### src/rtl/mpw_io_arbiter.sv
// mpw_io_arbiter: shares the user IO pads between NPROJ wrapped projects.
// A request on 'active' is synchronized, all pads are tristated for a guard
// interval, then the new owner is granted the pads while still held in reset
// for RST_HOLD cycles before it is released to run.
//
// Optional build macro MPW_ARB_CONFLICT_CNT_EN adds an 8-bit saturating
// counter of cycles with more than one synchronized request.
module mpw_io_arbiter #(
  parameter int unsigned NPROJ        = 4,
  parameter int unsigned IO_W         = 38,
  parameter int unsigned SYNC_STAGES  = 2,
  parameter int unsigned GUARD_CYCLES = 4,
  parameter int unsigned RST_HOLD     = 8
) (
  input  logic                    wb_clk_i,
  input  logic                    wb_rst_i,
  input  logic [NPROJ-1:0]        active,
  input  logic [NPROJ*IO_W-1:0]   proj_io_out,
  input  logic [NPROJ*IO_W-1:0]   proj_io_oeb,
  output logic [IO_W-1:0]         io_out,
  output logic [IO_W-1:0]         io_oeb,
  output logic [NPROJ-1:0]        grant,
  output logic [NPROJ-1:0]        proj_rst,
  output logic                    switching,
`ifdef MPW_ARB_CONFLICT_CNT_EN
  output logic [7:0]              conflict_cnt,
`endif
  output logic                    conflict
);

  localparam int unsigned CW     = (NPROJ > 1) ? $clog2(NPROJ) : 1;
  localparam int unsigned MAXC   = (GUARD_CYCLES > RST_HOLD) ? GUARD_CYCLES : RST_HOLD;
  localparam int unsigned CNT_W  = $clog2(MAXC) + 1;

  localparam logic [CNT_W-1:0] GUARD_LOAD = CNT_W'(GUARD_CYCLES - 1);
  localparam logic [CNT_W-1:0] RST_LOAD   = CNT_W'(RST_HOLD - 1);

  typedef enum logic [1:0] {
    StNone,
    StGuard,
    StReset,
    StRun
  } state_t;

  state_t              state;
  logic [CW-1:0]       cur;
  logic [CNT_W-1:0]    cnt;

  logic [NPROJ-1:0]    sync [SYNC_STAGES];
  logic [NPROJ-1:0]    act_s;

  logic [CW-1:0]       tgt;
  logic                tgt_valid;
  logic                multi;
  logic                to_none;

  logic [IO_W-1:0]     out_slice [NPROJ];
  logic [IO_W-1:0]     oeb_slice [NPROJ];

  assign act_s = sync[SYNC_STAGES-1];

  // Request synchronizer: 'active' comes from another clock domain.
  always_ff @(posedge wb_clk_i or posedge wb_rst_i) begin
    if (wb_rst_i) begin
      for (int i = 0; i < SYNC_STAGES; i++) begin
        sync[i] <= '0;
      end
    end else begin
      sync[0] <= active;
      for (int i = 1; i < SYNC_STAGES; i++) begin
        sync[i] <= sync[i-1];
      end
    end
  end

  // Target selection: lowest set synchronized request wins.
  always_comb begin
    tgt       = '0;
    tgt_valid = 1'b0;
    for (int i = NPROJ - 1; i >= 0; i--) begin
      if (act_s[i]) begin
        tgt       = CW'(i);
        tgt_valid = 1'b1;
      end
    end
  end

  // More than one request pending: clearing the lowest set bit leaves something.
  assign multi   = |(act_s & (act_s - NPROJ'(1)));
  assign to_none = (state != StNone) && !tgt_valid;

  // Unpack the per-project pad buses so the mux can index by owner.
  for (genvar p = 0; p < NPROJ; p++) begin : g_slice
    assign out_slice[p] = proj_io_out[p*IO_W +: IO_W];
    assign oeb_slice[p] = proj_io_oeb[p*IO_W +: IO_W];
  end

  // Ownership FSM with registered grant, project resets and conflict flag.
  always_ff @(posedge wb_clk_i or posedge wb_rst_i) begin
    if (wb_rst_i) begin
      state    <= StNone;
      cur      <= '0;
      cnt      <= '0;
      grant    <= '0;
      proj_rst <= '1;
      conflict <= 1'b0;
    end else begin
      conflict <= multi;
      unique case (state)
        StNone: begin
          if (tgt_valid) begin
            state <= StGuard;
            cur   <= tgt;
            cnt   <= GUARD_LOAD;
          end
        end
        StGuard: begin
          if (!tgt_valid) begin
            state <= StNone;
          end else if (tgt != cur) begin
            // Request moved while tristated: start the guard over for the new owner.
            cur <= tgt;
            cnt <= GUARD_LOAD;
          end else if (cnt == '0) begin
            state <= StReset;
            grant <= NPROJ'(1) << cur;
            cnt   <= RST_LOAD;
          end else begin
            cnt <= cnt - CNT_W'(1);
          end
        end
        StReset: begin
          if (!tgt_valid) begin
            state <= StNone;
            grant <= '0;
          end else if (tgt != cur) begin
            state <= StGuard;
            grant <= '0;
            cur   <= tgt;
            cnt   <= GUARD_LOAD;
          end else if (cnt == '0) begin
            state    <= StRun;
            proj_rst <= ~(NPROJ'(1) << cur);
          end else begin
            cnt <= cnt - CNT_W'(1);
          end
        end
        StRun: begin
          if (!tgt_valid) begin
            state    <= StNone;
            grant    <= '0;
            proj_rst <= '1;
          end else if (tgt != cur) begin
            state    <= StGuard;
            grant    <= '0;
            proj_rst <= '1;
            cur      <= tgt;
            cnt      <= GUARD_LOAD;
          end
        end
        default: begin
          state    <= StNone;
          grant    <= '0;
          proj_rst <= '1;
        end
      endcase
    end
  end

  assign switching = (state == StGuard) || (state == StReset);

  // Pad mux straight from registered state so an async reset tristates at once.
  always_comb begin
    io_out = '0;
    io_oeb = '1;
    if ((state == StReset) || (state == StRun)) begin
      io_out = out_slice[cur];
      io_oeb = oeb_slice[cur];
    end
  end

`ifdef MPW_ARB_CONFLICT_CNT_EN
  // Saturating count of conflict cycles, restarted whenever the arbiter goes idle.
  always_ff @(posedge wb_clk_i or posedge wb_rst_i) begin
    if (wb_rst_i) begin
      conflict_cnt <= '0;
    end else if (to_none) begin
      conflict_cnt <= '0;
    end else if (conflict && (conflict_cnt != 8'hFF)) begin
      conflict_cnt <= conflict_cnt + 8'd1;
    end
  end
`else
  // Without the conflict counter the idle-entry strobe has no consumer.
  logic unused_to_none;
  assign unused_to_none = to_none;
`endif

endmodule

### config.mk
export PLATFORM = sky130hd
export DESIGN_NAME = mpw_io_arbiter
export DESIGN_NICKNAME = d
export VERILOG_FILES = /design/src/rtl/mpw_io_arbiter.sv
export SDC_FILE = /design/constraint.sdc
export NUM_CORES = 1
export LEC_CHECK = 0
export CORE_AREA = 2 2 152 154
export CTS_BUF_LIST = sky130_fd_sc_hd__clkbuf_4
export CTS_CLUSTER_DIAMETER = 200
export CTS_CLUSTER_SIZE = 25
export DETAILED_ROUTE_END_ITERATION = 16
export DIE_AREA = 0 0 154 156
export SLEW_MARGIN = 20
export SYNTH_ARGS = -nofsm -noshare
export SYNTH_HDL_FRONTEND = slang
export SYNTH_SLANG_ARGS = --single-unit
### constraint.sdc
create_clock -name wb_clk_i -period 2.32 [get_ports wb_clk_i]
set_input_delay 0.232 -clock wb_clk_i [delete_from_list [all_inputs] [get_ports wb_clk_i]]
set_output_delay 0.232 -clock wb_clk_i [all_outputs]
set_load 0.01 [all_outputs]
* Word-level counts from Yosys, hierarchy flattened *
Index checks and enable logic that the tools add are counted.

storage, ports and cells
  bits in registers = 25
  bits in latches = 0
  RAM bits = 0
  ROM bits = 0
  bits of input ports = 310
  word-level logic and storage cells = 102
  memories kept = 0

cells by class
  add/subtract/negate cells = 2
  $mul = 0
  div/mod/pow operators = 0
  order comparisons = 1
  equal/unequal tests = 21
  shift operators = 1
  muxes and demuxes = 52
  bitwise gates (word level) = 3
  reduce and logical (&&, ||, !) cells = 14

operators by type and width
  operator               count
  $mux W38               6
  $bmux W38 S2           2
  $mux W4                19
  $mux W2                16
  $ne A2 B2 Y1 const B   9
  $pmux W4 S2            2
  $pmux W4 S4            1
  $reduce_and A5 Y1      3
  $ne A3 B3 Y1 const B   4
  $pmux W2 S4            1
  $sub A4 B1 Y4 const B  2
  $reduce_and A6 Y1      1
  $and A4 B4 Y4          1
  $eq A2 B2 Y1 const B   2
  $logic_not A4 Y1       1
  $mux W1                4
  $ne A2 B1 Y1 const B   2
  $ne A4 B4 Y1 const B   1
  $not A4 Y4             1
  $pmux W2 S2            1
  $reduce_bool A2 Y1     2
  $reduce_or A4 Y1       1
  $shl A1 B2 Y4 const A  1
  $ge A3 B3 Y1 const B   1
  9 further kinds        10

* Logic depth before layout (Yosys ltp) *
  word-level depth = 8
  mapped depth = 8
  gate-level depth less buffers = 8

* Least setup slack after synthesis *
No wires, ideal clock.

  path kind = reg2out
  start point = register cur[0]
  end point = output port io_oeb[34]
  arrival = 1798 ps
  data required time = 2088 ps
  slack = 290 ps
  stages on the path, launching flop included = 6
  path buffers = 3
  cells stage by stage = dfrtp_1 buf_6 buf_2 buf_2 mux4_2 or2_2

on the way
  cells in the longest elaborated chain, start to end = 5

RTL lines
  element                                      line  text
  start: declaration                           46    logic [CW-1:0] cur;
  start signal: assignment                     113   cur <= tgt;
  start signal: assignment                     122   cur <= tgt;
  start signal: assignment                     139   cur <= tgt;
  $not A2 Y3 (not written as such)             178   io_oeb = oeb_slice[cur];
  $bmux W38 S2                                 178
  $mux W38 (not written as such) (2 in a row)  178
  $mux W38                                     176   if ((state == StReset) || (state == StRun)) begin
  end: declaration                             21    output logic [IO_W-1:0] io_oeb,

No other way between the ends. The select of a mux whose other input is x is not followed.

* Worst setup path in the final report *
  start point = register cur[0]
  end point = register state[1]

on the way
  cells in the longest elaborated chain, start to end = 4

RTL lines
  element                 line           text
  $ne A2 B2 Y1 (*)        120, 136, 153
  $mux W2                 136            end else if (tgt != cur) begin
  $mux W2                 133            if (!tgt_valid) begin
  $pmux W2 S4             109            unique case (state)
  end signal: assignment  134            state <= StNone;
  end signal: assignment  137            state <= StGuard;
  end signal: assignment  154            state <= StGuard;
  end: declaration        45             state_t state;

Every way passes the cells marked *; elsewhere a longest branch is shown, timed or not.
A chain may end at the register's enable or synchronous reset.

==> run summary <==
drt wl/cell: 21.1 um
Chip Height: 156 um
syn avg cell area: 12.0 sq um
Die ar.: 0.0240 sq mm
Critical Path RT: 2.60 ns
vias in the first global route: 4561
setup_tns: -0.206 ns
Placer Congestion: 0.813
top cell type's share of synthesized area: 0.464
TritonRoute pass-1 iters: 4
P_int: 4.14 mW
GRT overflow: 0
Ports: 396
Row Count: 55
failing checks: negative setup slack
CTS Buf Count: 3
Final Cycle Share: 1.04
Crit-path slowest cell: dfrtp_4
clock-pin slew on the worst setup and hold paths: 0.16 ns
cts hold-fix bufs: 0
post-synthesis sequential area ratio: 0.171
H-tree level count: 1
drt via density: 4.49
clock power share: 0.032
Final Hold Fails: 0
Final Setup Violations: 5
RSZ-0062 raised after global routing: yes
FILL cells: 2188
Sw Share: 0.385
CP Launch Type: flip-flop
maximum clock frequency: 416 MHz
Switch Pwr: 2.59 mW
Total Wirelength: 21500 um
Seq pwr share: 0.103
placed cells: 982
Tmin final: 2.41 ns
Worst-Margin Slew: 0.583 ns
Syn Inst Count: 307
via count: 4583
All-Layer GR Usage: 0.165
Ys Warns: 0
Area Growth Syn to Fin: 133%
core box area: 0.0224 sq mm
# Max-Cap Violations: 0
DR iter-0 viols: 270
I/O Buffers: 395
Critical Path End Type: flip-flop
Worst Path Max Fanout: 6
Die Wd: 154 um
cell mode on critical path: a31oi_2
Critical Path AT: 2.68 ns
Final Non-Filler Cells: 1021
combinational share of power: 0.865
Post-synth EDFFs: 0
CP top delay family: compound AO/OA/AOI/OAI gates
CTS sink cnt: 25
Crit Path Category: reg2reg
clock buffer depth: 2
DR DRC count: 0
largest net degree at the start of global routing: 43
Yosys top cell by area: mux4_2
Netlist cell types: 44
initial antenna violation count: 6
Hold Path Class: in2async
status: finished with violations
Leak: 3.23 nW
pwr dens: 785 mW/mm^2
mapped cell area: 0.00369 sq mm
Final nets: 1049
relative slew slack: 0.611
worst vdd ir: 0.000467 V
worst path cell trace: buf_12, buf_8, and3b_2, o211ai_4, a31oi_2, a31oi_2, or4b_4, o221ai_2
Post-Syn Nets: 623
Initial Utilization: 0.165
PnR worst setup slack: -0.0856 ns
share of layout cells above drive strength 1: 0.406
clock root cell: clkbuf_4
detailed placement HPWL: 17000 um
clk_lat worst skew: 0.34 ns
Buf+Inv Stages, Crit Path: 2
Yosys reg bits: 25
R2R Setup Slk: -0.09 ns
Main synth FF type: dfrtp_1
first-pass GRT wire length: 30000 um
Largest stage delay, worst path: 0.55 ns
Area contributors post-synth: mux4_2 46%, dfrtp_1 14%, or2_2 6.8%
antenna viol nets, final: 0
CTS tree: built
Async SR Flop Fraction: 1.00
Max Slew Vio Count: 0
Setup Skew: 0.0146 ns
## layout make-up
type	count	area, sq um	share of cell area
timing repair buffer	451	4500	0.524
multi-input combinational	244	3020	0.352
sequential	25	639	0.0745
tap	285	357	0.0416
inverter	8	30.0	0.00350
clock buffer	3	22.5	0.00262
antenna	4	10.0	0.00117
clock inverter	1	5.00	0.000583
## timing repair
| item | in CTS | in global routing |
|---|---|---|
| gates cloned | 4 | 1 |
| buffers inserted | 19 | 12 |
| gates resized for setup | 255 | 137 |
| setup endpoints to repair | 76 | 78 |
| pin swaps | 7 | 24 |
## power by group through the flow
stage / logic [mW] / clock network [mW] / registers (mW)
2_1_floorplan: 2.68 / 0 / 0.687
3_3_place_gp: 5.21 / 0 / 0.705
3_5_place_dp: 5.21 / 0 / 0.711
4_1_cts: 5.53 / 0.224 / 0.704
5_1_grt: 6.23 / 0.236 / 0.713
6_report: 5.82 / 0.218 / 0.694
## through the flow
| stage | power, mW | cell area [sq um] | setup WS, ns | utilization | hold slack, ns |
|---|---|---|---|---|---|
| after floorplan | 3.37 | 3690 | 0.290 | - | 0.256 |
| after global placement | 5.92 | 8170 | 0.0597 | 0.365 | 0.333 |
| after detailed placement | 5.92 | 8170 | 0.0245 | 0.365 | 0.339 |
| after CTS | 6.46 | 8470 | -0.171 | 0.379 | 0.257 |
| after global routing | 7.18 | 8580 | -0.127 | 0.384 | 0.285 |
| final | 6.74 | 8580 | -0.0856 | 0.384 | 0.215 |
## routing by layer
| layer | wire [um] | vias to the layer above | track usage |
|---|---|---|---|
| met3 | 1520 | 25 | 0.0358 |
| met1 | 8500 | 2311 | 0.207 |
| met5 | 8 | - | 0 |
| met4 | 344 | 2 | 0.0334 |
| met2 | 11100 | 181 | 0.294 |
| li1 | - | 2064 | - |
## state kept, by name, summed over array words and instances (netlist names)
register,count
act_s,4
cnt,4
grant,4
proj_rst,4
sync,4
cur,2
state,2
conflict,1
## synthesized netlist by cell type, types with 5 or more instances
cell type   n
dfrtp_1    21
a21oi_1     5
clkbuf_1   19
nand2_1     7
nor3_1      5
mux2_2      9
inv_1       8
buf_2       9
and2_1     38
mux4_2     76
ha_1        6
or2_2      40
nor2_1     10
a31oi_1     8
## cells by family (layout without fill, tap and decap cells)
kind of cell,after synthesis,after routing,share of synthesized area
and+or+nand+nor,122,122,0.206
AOI/OAI and AO/OA,30,30,0.0618
other,0,4,0
muxes,86,86,0.495
buffers and inverters,38,463,0.0458
DFF,25,25,0.171
adders and majority gates,6,6,0.0204
## cells in the final DEF (no fill, tap or decap), types with 2 or more instances in the layout
master           Yosys  layout
ha_1                 6       5
and2_1              38      27
a21oi_1              5       5
clkdlybuf4s50_1      0     319
buf_8                0       4
dfrtp_4              0       2
o22a_1               2       2
dfrtp_1             21      18
a31oi_2              0       2
nand3b_1             3       3
nor2_1              10       9
a22o_1               2       2
clkbuf_2             0       9
clkdlybuf4s15_1      0       4
nor2b_2              1       2
buf_2                9      33
clkbuf_4             0       3
buf_4                0      25
o31ai_1              2       2
mux4_2              76      76
inv_1                8       7
nor3_1               5       5
a31oi_1              8       6
nor2b_1              4       2
mux2_2               9       9
buf_12               0      13
or2_2               40      23
and2_4               0      11
diode_2              0       4
dfstp_2              4       4
clkdlybuf4s15_2      0       4
nor3b_1              3       3
or2_4                0      17
or4b_4               1       2
buf_6                2      37
o21ai_1              0       3
nand2_1              7       6
## path summary, 6_finish.rpt
| path | from | end | cells after the start |
|---|---|---|---|
| max reg2reg | cur[0]$_DFFE_PP0P_ | state[1]$_DFFE_PP0P_ | 8 |
| max | cur[0]$_DFFE_PP0P_ | state[1]$_DFFE_PP0P_ | 8 |
| max in group asynchronous | wb_rst_i | proj_rst[3]$_DFFE_PP1P_ | 3 |
| min reg2reg | sync[5]$_DFF_PP0_ | act_s[1]$_DFF_PP0_ | 0 |
| min in group wb_clk_i | active[3] | sync[7]$_DFF_PP0_ | 1 |
| min | wb_rst_i | sync[5]$_DFF_PP0_ | 2 |
No activity file was read; power rests on OpenSTA's default activity.
